--- src/rtl/button_conditioner.sv ---
// Push-button conditioner: two-flop synchroniser, counter debounce, registered
// press/release pulses and an auto-repeat FSM for held buttons.
module button_conditioner #(
   parameter int DEBOUNCE_CYCLES = 4,
   parameter int REPEAT_DELAY    = 50,
   parameter int REPEAT_PERIOD   = 10,
   parameter int CNT_W           = 8
) (
   input  logic clk,
   input  logic rst,
   input  logic btn_in,
   input  logic repeat_en,
   output logic btn_level,
   output logic press_pulse,
   output logic release_pulse,
   output logic repeat_pulse,
   output logic action_pulse
);

   localparam logic [CNT_W-1:0] DB_LAST  = CNT_W'(DEBOUNCE_CYCLES - 1);
   localparam logic [CNT_W-1:0] DLY_LAST = CNT_W'(REPEAT_DELAY - 1);
   localparam logic [CNT_W-1:0] PER_LAST = CNT_W'(REPEAT_PERIOD - 1);

   typedef enum logic [1:0] {IDLE, HELD, REPEAT} state_t;

   logic             s1, s2;
   logic [CNT_W-1:0] dcnt, dcnt_d;
   logic [CNT_W-1:0] rcnt, rcnt_d;
   state_t           state, state_d;
   logic             level_d, rise, fall, rep_d;

   // Debounce: the level flips only after DEBOUNCE_CYCLES consecutive disagreeing samples.
   always_comb begin
      dcnt_d  = '0;
      level_d = btn_level;
      rise    = 1'b0;
      fall    = 1'b0;
      if (s2 != btn_level) begin
         if (dcnt == DB_LAST) begin
            level_d = s2;
            rise    = s2;
            fall    = ~s2;
         end else begin
            dcnt_d = dcnt + 1'b1;
         end
      end
   end

   // Repeat FSM; a debounced release overrides any repeat due on the same edge.
   always_comb begin
      state_d = state;
      rcnt_d  = rcnt;
      rep_d   = 1'b0;
      if (fall) begin
         state_d = IDLE;
         rcnt_d  = '0;
      end else begin
         case (state)
            IDLE: begin
               rcnt_d = '0;
               if (rise) state_d = HELD;
            end
            HELD: begin
               if (!repeat_en) begin
                  rcnt_d = '0;
               end else if (rcnt == DLY_LAST) begin
                  rep_d   = 1'b1;
                  rcnt_d  = '0;
                  state_d = REPEAT;
               end else begin
                  rcnt_d = rcnt + 1'b1;
               end
            end
            REPEAT: begin
               if (!repeat_en) begin
                  rcnt_d = '0;
               end else if (rcnt == PER_LAST) begin
                  rep_d  = 1'b1;
                  rcnt_d = '0;
               end else begin
                  rcnt_d = rcnt + 1'b1;
               end
            end
            default: begin
               state_d = IDLE;
               rcnt_d  = '0;
            end
         endcase
      end
   end

   always_ff @(posedge clk) begin
      if (rst) begin
         s1            <= 1'b0;
         s2            <= 1'b0;
         dcnt          <= '0;
         rcnt          <= '0;
         state         <= IDLE;
         btn_level     <= 1'b0;
         press_pulse   <= 1'b0;
         release_pulse <= 1'b0;
         repeat_pulse  <= 1'b0;
         action_pulse  <= 1'b0;
      end else begin
         s1            <= btn_in;
         s2            <= s1;
         dcnt          <= dcnt_d;
         rcnt          <= rcnt_d;
         state         <= state_d;
         btn_level     <= level_d;
         press_pulse   <= rise;
         release_pulse <= fall;
         repeat_pulse  <= rep_d;
         action_pulse  <= rise | rep_d;
      end
   end

endmodule

--- config.mk ---
export PLATFORM = sky130hd
export DESIGN_NAME = button_conditioner
export DESIGN_NICKNAME = d
export VERILOG_FILES = /design/src/rtl/button_conditioner.sv
export SDC_FILE = /design/constraint.sdc
export NUM_CORES = 1
export LEC_CHECK = 0
export CAP_MARGIN = 10
export CELL_PAD_IN_SITES_DETAIL_PLACEMENT = 1
export CELL_PAD_IN_SITES_GLOBAL_PLACEMENT = 2
export CORE_AREA = 2 2 53 80
export DETAILED_ROUTE_END_ITERATION = 7
export DIE_AREA = 0 0 55 82
export PLACE_DENSITY = 0.65
export SYNTH_ARGS = -nofsm -noshare
export SYNTH_HDL_FRONTEND = slang
export SYNTH_SLANG_ARGS = --single-unit
--- constraint.sdc ---
create_clock -name clk -period 5.6 [get_ports clk]
set_input_delay 0.56 -clock clk [delete_from_list [all_inputs] [get_ports clk]]
set_output_delay 0.56 -clock clk [all_outputs]
set_load 0.01 [all_outputs]
==> results of run 1 <==
-- worst paths after layout --
path / endpoint / depth (start not counted) / from
max: state[1] / 5 / rcnt[0]
min: s2 / 1 / s1
max reg2reg: state[1] / 5 / rcnt[0]
min reg2reg: s2 / 1 / s1
-- cell usage in the layout (no fill, tap or decap), drive strengths merged, types with 2 or more instances in the layout --
cell	n
xnor2	7
dfxtp	25
xor2	6
clkdlybuf4s50	8
nor4b	2
nor2b	3
and3	3
nor2	20
a21oi	2
nor3b	2
ha	6
clkbuf	3
nand3	9
inv	5
nand2	8
nor3	2
-- flip-flops by register name, indices dropped and copies added (netlist names) --
signal	count
action_pulse	1
state	2
dcnt	8
press_pulse	1
release_pulse	1
btn_level	1
repeat_pulse	1
s2	1
rcnt	8
s1	1
-- power breakdown --
group | total [mW] | internal, mW | switching [mW] | leakage (nW)
logic | 0.00527 | 0.00277 | 0.00250 | 0.195
registers | 0.179 | 0.178 | 0.000878 | 0.202
clock network | 0.107 | 0.0503 | 0.0570 | 0.0217
-- final cells by class --
class | count | area, µm² | area share [%]
timing repair buffer | 8 | 80.1 | 6.20
clock buffer | 3 | 41.3 | 3.20
multi-input combinational | 84 | 587 | 45.4
clock inverter | 1 | 7.51 | 0.581
sequential | 25 | 500 | 38.8
inverter | 5 | 18.8 | 1.45
tap | 45 | 56.3 | 4.36
-- metal layers --
layer  global-route usage (%)  up-vias  wire length (µm)
li1                         -      413                 -
met1                     11.2      429               815
met2                     26.3        2              1490
met3                     2.18        2                26
met4                     5.12        0                21
met5                        0        -                 0
-- worst max-delay path: stages, from the launching register on --
cell	delay, ns
sky130_fd_sc_hd__dfxtp_1	0.40
sky130_fd_sc_hd__ha_1	0.19
sky130_fd_sc_hd__or4b_4	0.49
sky130_fd_sc_hd__o41a_1	0.43
sky130_fd_sc_hd__a211oi_2	0.24
sky130_fd_sc_hd__mux2i_1	0.20
-- cell families (layout without fill, tap and decap cells) --
family,Yosys count,after routing,share of synthesized area (%)
AOI/OAI and AO/OA,10,10,7.47
DFF,25,25,45.2
buffers and inverters,5,17,1.70
muxes,1,1,0.905
and+or+nand+nor,54,54,27.6
xor gates and xnor gates,13,13,10.3
adders and majority gates,6,6,6.79
==> results.rst, run 1 <==
.. list-table::
   :header-rows: 1

   * - Metric
     - Value
   * - Min Tclk post-route
     - 2.00 ns
   * - Flop2flop setup slack
     - between 3 and 4 ns
   * - Number of placed cells counting well taps
     - 167
   * - Setup repair bufs after CTS
     - 0
   * - Post-layout utilization of the core
     - 33.5%
   * - Via count of the first global-routing pass
     - 937
   * - Instance count of the mapped netlist
     - between 100 and 150
   * - Final Hold Vio Count
     - 0
   * - Hold Path Class
     - register to register
   * - Critical Path Sink Type
     - register
   * - Outcome
     - finished, final reports clean
   * - Clock-pin slew of the registers on the worst-case setup and hold paths
     - about 0.090 ns
   * - Largest net degree at the start of global routing
     - 16
   * - Final Cell Area
     - ~1300 µm²
   * - Net count after synthesis
     - approximately 120
   * - Leak
     - 0.418 nW
   * - Final Total Pwr
     - ~290 µW
   * - Post-detailed-route wirelength per cell
     - 13.8 µm
   * - Number of rows created at floorplan
     - 28
   * - Die Height
     - ~80 µm
   * - Post-Route Setup TNS
     - 0 ns
   * - Synth-to-layout area growth
     - 16.7%
   * - Fraction of final layout cells with drive strength greater than 1
     - roughly 6.3%
   * - Total routing usage reported by global routing
     - about an eighth
   * - FFs w/ async S/R, synth
     - 0%
   * - Post-detailed-routing wire length
     - ~2400 µm
   * - Die Outline Area
     - about 4500 µm²
   * - CP Max Fanout
     - 5
   * - TritonCTS clock tree
     - built
   * - Power per standard cell area
     - 226 nW/µm²
   * - Finish-stage setup viols
     - 0
   * - Final ANT Viol Nets
     - 0
   * - Worst endpoint data arrival time
     - roughly 2.2 ns
   * - Hold slack final
     - roughly 0.46 ns
   * - Antenna violations before repair
     - 0
   * - Gates resized, CTS repair
     - 0
   * - Overall via count from detail_route
     - about 850
   * - Synth area leader
     - sky130_fd_sc_hd__dfxtp_1
   * - Filler Cells Inserted
     - between 400 and 500
   * - Num Clock Sinks
     - 25
   * - Number of buffers inserted for hold repair after clock tree synthesis
     - 0
   * - Chip Width
     - 55 µm
   * - Number of CTS-inserted buffers
     - 3
   * - Weighted congestion at the end of routability-driven global placement
     - 0.671
   * - Wire length of the first global-routing pass
     - slightly above 4000 µm
   * - Number of buffers inserted by port buffering
     - 8
   * - RSZ-0062 raised after global routing
     - no
   * - Smallest setup slack after layout
     - ~3.6 ns
   * - Flip-flop cell with the highest count after synthesis
     - sky130_fd_sc_hd__dfxtp_1
   * - Worst EP required
     - ~5.8 ns
   * - Summed instance area of the synthesized netlist
     - 1110 µm²
   * - Non-Filler Instances
     - between 150 and 200
   * - Yosys top cell area share
     - a little under half
   * - Number of top-level design ports
     - 9
   * - Initial DRT Pass Iterations
     - 2
   * - Synth cell types
     - 29
   * - DRC viols
     - 0
   * - Leading post-synthesis cells by cell area
     - sky130_fd_sc_hd__dfxtp_1 45%, sky130_fd_sc_hd__ha_1 6.8%, sky130_fd_sc_hd__nor2_1 6.8%
   * - Final nets
     - ~140
   * - Sequential element share of the synthesized area
     - approximately 45%
   * - Post-synth top cells
     - 25 x sky130_fd_sc_hd__dfxtp_1, 20 x sky130_fd_sc_hd__nor2_1, 9 x sky130_fd_sc_hd__nand3_1, 8 x sky130_fd_sc_hd__nand2_1, 7 x sky130_fd_sc_hd__xnor2_1
   * - Antenna diode count
     - 0
   * - Final clock period utilization by the worst path
     - 35.8%
   * - Maximum VDD drop
     - 0.102 mV
   * - Area post-placement
     - 1240 µm²
   * - Number of storage elements in the synthesis netlist
     - 25
   * - Pre-CTS setup slack
     - around 3.3 ns
   * - First DRT Iteration DRCs
     - 3
   * - Slew @ Worst Pin
     - about 0.69 ns
   * - Worst-Skew Late Latency
     - around 0.26 ns
   * - Most frequent cell after synthesis
     - sky130_fd_sc_hd__dfxtp_1
   * - Average via count per standard cell
     - 4.95
   * - Critical Path Source Type
     - register
   * - Max-capacitance violation count
     - 0
   * - Highest Clock Rate
     - roughly 500 MHz
   * - Slew headroom
     - 53.6%
   * - Total number of H-tree levels
     - 1
   * - Clock root cell
     - sky130_fd_sc_hd__clkbuf_8
   * - Number of flops mapped to enable cells by yosys
     - 0
   * - Remaining global-route overflow
     - 0
   * - Skew final
     - about 0.00099 ns
   * - Detailed-placement wirelength estimate
     - slightly below 2000 µm
   * - Mean area per synthesized cell
     - 9.70 µm²
   * - Synth warnings
     - 0
   * - Effective utilization at floorplan
     - about 29%
   * - Final number of max-transition violations
     - 0
   * - Maximum buffer depth of the clock tree
     - 2
   * - Type of the worst setup path
     - register to register
   * - Core Box Area
     - ~3900 µm²
(Power assumes the default switching activity.)
==> inputs of run 2 (changes only) <==
PLACE_DENSITY = 0.68   (was 0.65)
clock period = 1.71 ns   (was 5.6 ns; I/O delays follow)
==> results.rst, run 2 (synthesis results as in run 1) <==
.. list-table::
   :header-rows: 1

   * - Metric
     - Value
   * - Worst reg-to-reg path cell count
     - 6
   * - Type of the worst setup path
     - register to register
   * - Sequential cell area
     - around 500 µm²
   * - Hold Path Class
     - input port to register
   * - Post-detailed-routing wire length
     - 2540 µm
   * - Num Clock Sinks
     - 25
   * - Number of top-level design ports
     - 9
   * - Filler Cells Inserted
     - roughly 470
   * - Number of buffers inserted by port buffering
     - 8
   * - Total number of H-tree levels
     - 1
   * - Core Box Area
     - a little under 4000 µm²
   * - Number of rows created at floorplan
     - 28
   * - Smallest setup slack after layout
     - -0.137 ns
   * - Number of CTS-inserted buffers
     - 3
   * - Final clock period utilization by the worst path
     - 108%
   * - Die Height
     - a little over 80 µm
   * - Die Outline Area
     - 4510 µm²
   * - Critical Path Slowest Stage Cell
     - sky130_fd_sc_hd__or4b_4
   * - Chip Width
     - between 50 and 60 µm
   * - Hold Path End
     - s1
   * - Antenna diode count
     - 0
   * - Critical Path Sink Type
     - register
   * - First DRT Iteration DRCs
     - 8
   * - CP delay by family, top
     - compound AO/OA/AOI/OAI gates
   * - Total routing usage reported by global routing
     - between 10% and 20%
   * - Post-Route Setup TNS
     - -0.242 ns
   * - Most used cells in the layout excluding fill and tap cells
     - 23 x sky130_fd_sc_hd__dfxtp_1, 20 x sky130_fd_sc_hd__nor2_1, 16 x sky130_fd_sc_hd__buf_4
   * - Reg-to-Reg End
     - state[1]
   * - Skew final
     - 0.00355 ns
   * - Via count of the first global-routing pass
     - about 960
   * - Multi-input gate area
     - 611 µm²
   * - Largest stage delay, worst path
     - approximately 0.45 ns
   * - Internal power of the cells
     - 765 µW
   * - Slew @ Worst Pin
     - 0.332 ns
   * - Fraction of power spent switching nets
     - between 20% and 30%
   * - Power per standard cell area
     - slightly below 700 nW/µm²
   * - Detailed-placement wirelength estimate
     - a little over 2000 µm
   * - Power spent charging and discharging nets
     - between 200 and 250 µW
   * - Leak
     - 0.509 nW
   * - Seq pwr share
     - about three fifths
   * - Cells traversed along the worst timing path
     - inv_2, ha_4, or4b_4, o41a_1, a211oi_2, mux2i_1
   * - Max-capacitance violation count
     - 0
   * - Clock power share
     - a little under two fifths
   * - Worst hold stages
     - 2
   * - Wire length of the first global-routing pass
     - roughly 4200 µm
   * - Average via count per standard cell
     - between 4 and 5
   * - Weighted congestion at the end of routability-driven global placement
     - between 0.6 and 0.7
   * - Worst endpoint data arrival time
     - about 2.0 ns
   * - Synth-to-layout area growth
     - 29.6%
   * - Post-detailed-route wirelength per cell
     - about 14 µm
   * - Clock-pin slew of the registers on the worst-case setup and hold paths
     - around 0.090 ns
   * - Final Total Pwr
     - slightly below 1 mW
   * - Critical hold path startpoint
     - btn_in
   * - Worst-Skew Late Latency
     - 0.27 ns
   * - Flop2flop setup slack
     - -0.14 ns
   * - Remaining global-route overflow
     - 0
   * - FF-to-FF Start
     - rcnt[1]
   * - Maximum buffer depth of the clock tree
     - 2
   * - Final Hold Vio Count
     - 0
   * - Maximum VDD drop
     - 0.416 mV
   * - Share of power burned in combinational logic
     - between 2 and 3%
   * - Worst EP required
     - roughly 1.9 ns
   * - Final number of max-transition violations
     - 0
   * - Highest Clock Rate
     - around 540 MHz
   * - Clock root cell
     - sky130_fd_sc_hd__clkbuf_8
   * - Outcome
     - complete, but fails checks
   * - TritonCTS clock tree
     - built
   * - CP Max Fanout
     - 3
   * - Overall via count from detail_route
     - 912
   * - Effective utilization at floorplan
     - ~29%
   * - Top flop regs
     - dcnt (8), rcnt (8), state (2)
   * - Initial DRT Pass Iterations
     - 2
   * - Fraction of final layout cells with drive strength greater than 1
     - about a fifth
   * - Slew headroom
     - ~78%
   * - Largest net degree at the start of global routing
     - 14
   * - RSZ-0062 raised after global routing
     - yes
   * - Critical Path Source Type
     - register
   * - Final nets
     - between 150 and 200
   * - DRC viols
     - 0
   * - Violations in the final reports
     - setup timing
   * - Final ANT Viol Nets
     - 0
   * - Area post-placement
     - 1360 µm²
   * - Buffer and inverter count on the worst path
     - 1
   * - Finish-stage setup viols
     - 2
   * - Final Cell Area
     - around 1400 µm²
   * - Most common cell after layout, fill and taps aside
     - sky130_fd_sc_hd__dfxtp_1
   * - Antenna violations before repair
     - 0
   * - Min Tclk post-route
     - around 1.8 ns
run 2: cell count changes in the layout (fill, tap and decap cells not counted), sizes merged:
cell,delta
clkbuf,+1
buf,+16
clkinvlp,-1
run 2: repair_timing:
item | 4_1_cts | 5_1_grt
buffers inserted | 1 | 0
pin swaps | 2 | 0
hold buffers | 0 | 0
setup endpoints to repair | 2 | 10
hold endpoints to repair | 0 | 0
resized for setup | 3 | 2
run 2: worst max-delay path by stage:
stage | start | endpoint | slack [ns] | cells past startpoint
floorplan | rcnt[1] | state[0] | -0.02 | 6
global placement | rcnt[1] | state[0] | -0.03 | 6
detailed placement | rcnt[1] | state[1] | -0.14 | 6
CTS | rcnt[1] | state[0] | -0.13 | 6
global route | rcnt[1] | state[0] | -0.18 | 6
finish | rcnt[1] | state[1] | -0.14 | 6
run 2: metrics by stage:
stage / utilization [%] / setup WS (ns) / hold WS [ns] / std cells
2_1_floorplan: - / -0.0160 / 0.240 / 114
5_1_grt: 37.2 / -0.185 / 0.471 / 187
4_1_cts: 36.9 / -0.129 / 0.454 / 187
3_5_place_dp: 35.2 / -0.135 / 0.459 / 182
3_3_place_gp: 35.2 / -0.0307 / 0.425 / 182
6_report: 37.2 / -0.137 / 0.458 / 187
run 2: power by group through the flow:
stage	clock network [mW]	registers (mW)	logic [mW]
floorplan	0	0.600	0.00623
global placement	0	0.599	0.0254
detailed placement	0	0.599	0.0263
CTS	0.364	0.586	0.0263
global route	0.392	0.586	0.0281
finish	0.354	0.586	0.0258
run 2: worst register-to-register path, cell delays in order, from the launching register on:
cell	delay, ns
sky130_fd_sc_hd__dfxtp_2	0.33
sky130_fd_sc_hd__inv_2	0.06
sky130_fd_sc_hd__ha_4	0.12
sky130_fd_sc_hd__or4b_4	0.45
sky130_fd_sc_hd__o41a_1	0.38
sky130_fd_sc_hd__a211oi_2	0.20
sky130_fd_sc_hd__mux2i_1	0.23
run 2: final cells by class:
cell class                      instances  area share (%)
Timing Repair Buffer                   24            14.0
Tap cell                               45            3.93
Inverter                                5            1.31
Sequential cell                        25            35.1
Multi-Input combinational cell         84            42.6
Clock buffer                            4            3.14
run 2: layer usage:
metal	wire, µm	vias up	part of all wire, %	global-route usage (%)
li1	-	446	-	-
met1	943	453	37	12.3
met2	1500	8	59	25.2
met3	48	5	1.9	2.18
met4	50	0	2.0	5.85
met5	0	-	0	0
==> inputs of run 3 (changes only) <==
PLACE_DENSITY = 0.77   (was 0.68)
SETUP_SLACK_MARGIN = 0.05   (was default)
==> results.rst, run 3 (synthesis results as in run 1) <==
.. list-table::
   :header-rows: 1

   * - Metric
     - Value
   * - Total routing usage reported by global routing
     - a little over an eighth
   * - Slew headroom
     - 78.3%
   * - Setup repair bufs after CTS
     - 0
   * - Cells traversed along the worst timing path
     - inv_2, ha_4, or4b_4, o41a_1, a211oi_2, mux2i_1
   * - Max-capacitance violation count
     - 0
   * - Finish-stage setup viols
     - 2
   * - CP Max Fanout
     - 3
   * - Final Total Pwr
     - 961 µW
   * - Die Outline Area
     - approximately 4500 µm²
   * - TritonCTS clock tree
     - built
   * - Worst-Skew Late Latency
     - 0.27 ns
   * - RSZ-0062 raised after global routing
     - yes
   * - Worst endpoint data arrival time
     - 1.99 ns
   * - Slew @ Worst Pin
     - around 0.32 ns
   * - Antenna violations before repair
     - 0
   * - Buffer and inverter count on the worst path
     - 1
   * - Hold slack final
     - ~0.45 ns
   * - Via count of the first global-routing pass
     - between 900 and 1000
   * - Final clock period utilization by the worst path
     - 105%
   * - Min Tclk post-route
     - around 1.8 ns
   * - Remaining global-route overflow
     - 0
   * - First DRT Iteration DRCs
     - 4
   * - Skew final
     - ~0.0025 ns
   * - Most used cells in the layout excluding fill and tap cells
     - 23 x sky130_fd_sc_hd__dfxtp_1, 20 x sky130_fd_sc_hd__nor2_1, 16 x sky130_fd_sc_hd__buf_4
   * - Final Hold Vio Count
     - 0
   * - Critical Path Slowest Stage Cell
     - sky130_fd_sc_hd__or4b_4
   * - Highest Clock Rate
     - ~560 MHz
   * - Average via count per standard cell
     - between 4 and 5
   * - CP delay by family, top
     - compound AO/OA/AOI/OAI gates
   * - Maximum buffer depth of the clock tree
     - 2
   * - Effective utilization at floorplan
     - approximately 29%
   * - Wire length of the first global-routing pass
     - 4240 µm
   * - Fraction of final layout cells with drive strength greater than 1
     - around 23%
   * - Number of rows created at floorplan
     - 28
   * - Number of CTS-inserted buffers
     - 3
   * - Largest net degree at the start of global routing
     - 15
   * - Antenna diode count
     - 0
   * - Final ANT Viol Nets
     - 0
   * - Initial DRT Pass Iterations
     - 2
   * - Detailed-placement wirelength estimate
     - between 2000 and 2500 µm
   * - Post-detailed-route wirelength per cell
     - 13.9 µm
   * - Core Box Area
     - 3850 µm²
   * - Smallest setup slack after layout
     - -0.0803 ns
   * - Outcome
     - complete, but fails checks
   * - DRC viols
     - 0
   * - Number of buffers inserted for hold repair after clock tree synthesis
     - 0
   * - Power per standard cell area
     - 661 nW/µm²
   * - Final nets
     - 153
   * - Worst EP required
     - 1.91 ns
   * - Clock-pin slew of the registers on the worst-case setup and hold paths
     - around 0.080 ns
   * - Critical Path Sink Type
     - register
   * - Hold Path Class
     - register to register
   * - Maximum VDD drop
     - 0.347 mV
   * - Number of top-level design ports
     - 9
   * - Filler Cells Inserted
     - 457
   * - Chip Width
     - around 55 µm
   * - Most common cell after layout, fill and taps aside
     - sky130_fd_sc_hd__dfxtp_1
   * - Post-detailed-routing wire length
     - about 2600 µm
   * - Num Clock Sinks
     - 25
   * - Type of the worst setup path
     - register to register
   * - Post-Route Setup TNS
     - -0.138 ns
   * - Synth-to-layout area growth
     - 31.6%
   * - Flop2flop setup slack
     - -0.08 ns
   * - Die Height
     - between 80 and 90 µm
   * - Total number of H-tree levels
     - 1
   * - Top flop regs
     - dcnt (8), rcnt (8), state (2)
   * - Pre-CTS setup slack
     - -0.0932 ns
   * - Largest stage delay, worst path
     - roughly 0.45 ns
   * - Overall via count from detail_route
     - a little under 900
   * - Number of buffers inserted by port buffering
     - 8
   * - Critical Path Source Type
     - register
   * - Clock root cell
     - sky130_fd_sc_hd__clkbuf_8
   * - Leak
     - 0.507 nW
   * - Violations in the final reports
     - setup timing
   * - Weighted congestion at the end of routability-driven global placement
     - around 0.73
   * - Final number of max-transition violations
     - 0
-- run 3: through the flow --
step	util [%]	area, µm²	instances
2_1_floorplan	-	1110	114
3_3_place_gp	35.4	1370	183
3_5_place_dp	35.4	1370	183
4_1_cts	36.9	1420	187
5_1_grt	37.8	1460	187
6_report	37.8	1460	187
-- run 3: cell type report --
class	instances	area, µm²	area share [%]
clock buffer	3	41.3	2.84
clock inverter	1	5.00	0.344
inverter	5	18.8	1.29
multi-input combinational	84	631	43.3
sequential	25	503	34.6
tap	45	56.3	3.87
timing repair buffer	24	200	13.8
-- run 3: timing repair --
item,in CTS,in global routing
endpoints found under the hold margin,0,0
resized for setup,3,5
pin swaps,2,1
setup endpoints to repair,2,11
-- run 3: power by group --
| group | internal, mW | switching [mW] |
|---|---|---|
| logic | 0.0134 | 0.0102 |
| registers | 0.584 | 0.00268 |
| clock network | 0.163 | 0.187 |
-- run 3: layer usage --
layer  global-route usage, %  share of wire [%]
met5                       0                  0
met3                    2.18                1.4
met1                    12.0                 37
met2                    26.4                 60
met4                    5.12                1.7
-- run 3: worst paths after layout --
check,start,endpoint,cells past startpoint
setup / recovery,rcnt[1],state[1],6
setup reg to reg,rcnt[1],state[1],6
hold / removal,s1,s2,1
hold reg to reg,s1,s2,1
